**src/rtl/prbs_sat_counter.sv**
```systemverilog
// Saturating up-counter with synchronous clear; clear wins over increment
// so a clear coinciding with an event always leaves zero.
module prbs_sat_counter #(
  parameter int W = 16
) (
  input  logic         clk,
  input  logic         rst,
  input  logic         inc,
  input  logic         clr,
  output logic [W-1:0] count
);

  always_ff @(posedge clk or negedge rst) begin
    if (!rst) begin
      count <= '0;
    end else if (clr) begin
      count <= '0;
    end else if (inc && (count != '1)) begin
      count <= count + W'(1);
    end
  end

endmodule

```
**config.mk**
```make
export PLATFORM = sky130hd
export DESIGN_NAME = prbs_sat_counter
export DESIGN_NICKNAME = d
export VERILOG_FILES = /design/src/rtl/prbs_sat_counter.sv
export SDC_FILE = /design/constraint.sdc
export NUM_CORES = 1
export LEC_CHECK = 0
export CAP_MARGIN = 20
export CORE_UTILIZATION = 56
export CTS_BUF_LIST = sky130_fd_sc_hd__clkbuf_8
export DETAILED_ROUTE_END_ITERATION = 12
export PLACE_DENSITY = 0.86
export SLEW_MARGIN = 20
export SYNTH_ARGS = -nofsm -noshare
export SYNTH_HDL_FRONTEND = slang
export SYNTH_SLANG_ARGS = --single-unit
```
**constraint.sdc**
```tcl
create_clock -name clk -period 3.47 [get_ports clk]
set_clock_uncertainty 0.15 [all_clocks]
set_input_delay 0.694 -clock clk [delete_from_list [all_inputs] [get_ports clk]]
set_output_delay 0.694 -clock clk [all_outputs]
set_load 0.01 [all_outputs]
```
== Word level (Yosys, flattened, before mapping) ==
Cells that the tools add are included.

* Input bits: 4
* Bits in registers: 16
* Word-level logic and storage cells: 7
* Output and inout port bits: 16

* Reductions and logical operators: 2
* Muxes and demuxes: 2
* Equality and inequality tests: 1
* $add $sub $neg: 1

{| class="wikitable"
|+ Operators with widths
! kind !! number
|-
| $mux 16 || 2
|-
| $add 16x1->16 const B || 1
|-
| $ne 16x16->1 const B || 1
|-
| $reduce_bool 2->1 || 1
|-
| $logic_and 1x1->1 || 1
|}

== Depth between registers and ports, before layout ==
* Depth after elaboration: 4
* Depth in mapped cells: 6
* Gate-level depth less buffers: 5

== Worst setup path before layout ==
No wires, ideal clock.

* Path type: reg2reg
* Start point: register count[0]
* End point: register count[15]
* Path slack: 1.522 ns
* Setup time: 0.128 ns
* Stages on the path, launching flop included: 6
* Arrival time: 1.670 ns
* Cell sequence: dfrtp_1 > ha_1 > nand4_2 > nor4_4 > nor4_1 > mux2_1

* Cells in the longest elaborated chain, start to end: 3
* Elaborated cells on any way between the ends: 6

{| class="wikitable"
|+ RTL lines
! item !! RTL line !! RTL
|-
| start, declared || 10 || <nowiki>output logic [W-1:0] count</nowiki>
|-
| start signal, assigned || 19 || <nowiki>count <= count + W'(1);</nowiki>
|-
| $add 16x1->16 / $ne 16x16->1 (equally long branches) || 19, 18 ||
|-
| $mux 16 / $logic_and 1x1->1 (equally long branches) || 18 || <nowiki>end else if (inc && (count != '1)) begin</nowiki>
|-
| $mux 16 / $reduce_bool 2->1 (equally long branches) || n/a ||
|}

Parallel ways exist; a longest one is shown, timed or not. The select of a mux whose other input is x is not followed.
A chain may end at the register's enable or synchronous reset.

== Worst setup path in the final report ==
* Start point: register count[0]
* End point: register count[11]

Same word-level chain as after synthesis.

==> impl_results.md <==
- Status: completed
- # Max-Cap Violations: 0
- FF/Latch Area: 400 sq um
- Critical path class: reg2reg
- DR DRC count: 0
- Iter 0 DRT Violations: 43
- Die Width: roughly 43 microns
- Least-Margin Pin Slew: around 0.84 ns
- First-pass GRT wire length: approximately 3.4 mm
- Period Utilization, post-route: 0.700
- Max reg flops: 16
- Starting Density: 0.611
- Htree depth: 1
- Post-CTS Setup Bufs: 0
- Setup violations, final: 0
- Reg-to-Reg Start: count[0]
- Crit start category: register
- Critical-path maximum fanout: 19
- Via density: roughly 7
- DR WL met2: ~1.1 mm
- Largest net degree at the start of global routing: 23
- # rows: 14
- Boundary pin count: 20
- Source of the worst hold timing path: count[14]
- IO buf count: 19
- Register-to-register setup slack: roughly 1.0 ns
- Total CTS buffers: 3
- Final Non-Filler Cells: roughly 130
- Vias after detailed routing: roughly 900
- Area Growth Syn to Fin: 25.4%
- Clock sinks: 16
- CP endpoint kind: register
- Grt total ovfl: 0
- Final net count: between 100 and 150
- Met1 Routed Length: 946 microns
- Register area share after synthesis: 0.425
- Mean Syn Cell Area: just under 10 sq um
- Synth unique cells: 28
- Final Max Slew Viols: 0
- Ys Warns: 0
- Initial antenna violation count: 0
- Biggest regs: count: 16 flops
- CTS tree: done
- Gates resized, CTS repair: 0
- Ant. Diodes: 0
- Post-Route Setup TNS: 0 ns
- Hold WS: 0.454 ns
- Seq cells post-synth: 16
- DP Wirelength: approximately 1.4 mm
- TritonRoute pass-1 iters: 4
- Top sig layer: met4
- Fillers: 110
- Clock Root Buffer: clkbuf_8
- Core area: 1540 sq um
- Worst Path Arrival: 2.41 ns
- Pleak: roughly 0.00047 uW
- Slew headroom: 0.437
- Post-route minimum period: 2.43 ns
- PwrDens: ~320 nW/um^2
- Vias in the first global route: ~750
- All-Layer GR Usage: 0.249
- Met3 WL post-DR: between 100 and 150 microns
- Gp weighted congestion: approximately 0.82
- Total die area: about 1900 sq um
- Largest Register: count
- Routed wire length: around 2.2 mm
- RSZ-0062 raised after global routing: no
- Fraction of layout cells with a size suffix above 1: 0.112
- Cts-stage hold buffer count: 0
- Peak VDD IR: between 300 and 400 uV
- CP startpoint: count[0]
- Post-synthesis cell area: 942 sq um
- Placed Cells: about 130
- Final ANT Viol Nets: 0
- CTS Buffer Depth: 2
- Fmax: 412 MHz
- Syn_nets: between 100 and 150
- Die Span Y: between 40 and 50 microns
- Clock-pin slew on the worst setup and hold paths: approximately 0.060 ns
- Clk Latency, worst-skew pair: 0.25 ns
- Cells after synthesis: 98
- HP Class: reg2reg
- Footprint of the multi-input gates: roughly 500 sq um
- DR WL/cell: between 15 and 20 microns
- Final Hold Fails: 0
- Data required time of the worst path: ~3.5 ns
-- worst paths after layout --
| path | to | cells after the start |
|---|---|---|
| max reg2reg | count[11] | 5 |
| min reg2reg | count[14] | 2 |
| max | count[11] | 5 |
| min | count[14] | 2 |
| min in group asynchronous | count[5] | 1 |
| max in group asynchronous | count[11] | 1 |
-- layout make-up --
cell class	instances	area share
timing repair buffer	19	0.161
multi-input combinational	74	0.427
sequential	16	0.339
inverter	3	0.00953
tap	16	0.0169
clock buffer	4	0.0466
-- cells by family (layout without fill, tap and decap cells) --
logic type | Yosys count | count (layout) | share of synthesized area
adder cells (fa/ha/maj) | 1 | 1 | 0.0133
AO/OA/AOI/OAI | 24 | 24 | 0.162
AND/OR/NAND/NOR | 45 | 45 | 0.312
multiplexers | 4 | 4 | 0.0478
flip-flops | 16 | 16 | 0.425
buffers and inverters | 8 | 26 | 0.0398
-- layout by cell type (no fill, tap or decap) --
cell	Yosys	layout
clkdlybuf4s50_1	0	19
dfrtp_1	16	16
a21oi_1	11	11
o31ai_1	7	7
nand4_1	6	6
nand2_1	6	6
or4_1	5	5
nor2b_1	4	4
nor2_1	4	4
nor4_1	4	4
mux2_1	4	4
clkbuf_8	0	4
inv_1	3	3
nand3_1	3	3
o21ai_1	3	3
or4_2	2	2
or3_1	2	2
and4_2	2	2
and3_1	2	2
nand4_2	1	1
nor4_4	1	1
nand3b_1	1	1
o211ai_2	1	1
o21ai_0	1	1
or3_2	1	1
nor3_1	1	1
a211oi_2	1	1
ha_1	1	1
-- critical path: stages, from the launching register on --
cell,delay (ns)
dfrtp_1,0.42
ha_1,0.25
nand4_2,0.15
nor4_4,0.79
nor4_1,0.17
mux2_1,0.37
-- power by group --
part,switching [uW],internal [uW]
Sequential,2.44,188
Combinational,15.0,8.90
Clock,66.0,101
Total,83.4,298
-- cells in the mapped netlist --
library cell,count,share of area
and4_2,2,0.021
dfrtp_1,16,0.42
mux2_1,4,0.048
a21oi_1,11,0.058
or3_2,1,0.0080
o31ai_1,7,0.056
nand4_2,1,0.013
nor3_1,1,0.0053
buf_6,1,0.012
or4_2,2,0.019
nor2b_1,4,0.027
a211oi_2,1,0.013
nand2_1,6,0.024
inv_1,3,0.012
o211ai_2,1,0.013
clkbuf_1,4,0.016
o21ai_0,1,0.0053
and3_1,2,0.013
nor4_4,1,0.023
nand4_1,6,0.040
o21ai_1,3,0.016
or4_1,5,0.040
or3_1,2,0.013
nand3_1,3,0.016
ha_1,1,0.013
nor4_1,4,0.027
nand3b_1,1,0.0080
nor2_1,4,0.016
-- layer usage --
layer	vias to the layer above	global-route usage
met4	0	0.103
met3	6	0.0511
met5	-	0
met1	425	0.323
li1	418	-
met2	49	0.403
-- stage by stage --
step / total power, uW / util / setup slack (ns) / cell area, sq um
floorplan: 205 / - / 1.52 / 942
global placement: 217 / 0.731 / 0.935 / 1130
detailed placement: 218 / 0.731 / 0.853 / 1130
CTS: 381 / 0.766 / 1.08 / 1180
global route: 390 / 0.766 / 0.939 / 1180
finish: 381 / 0.766 / 1.04 / 1180
No activity file was read; power rests on OpenSTA's default activity.
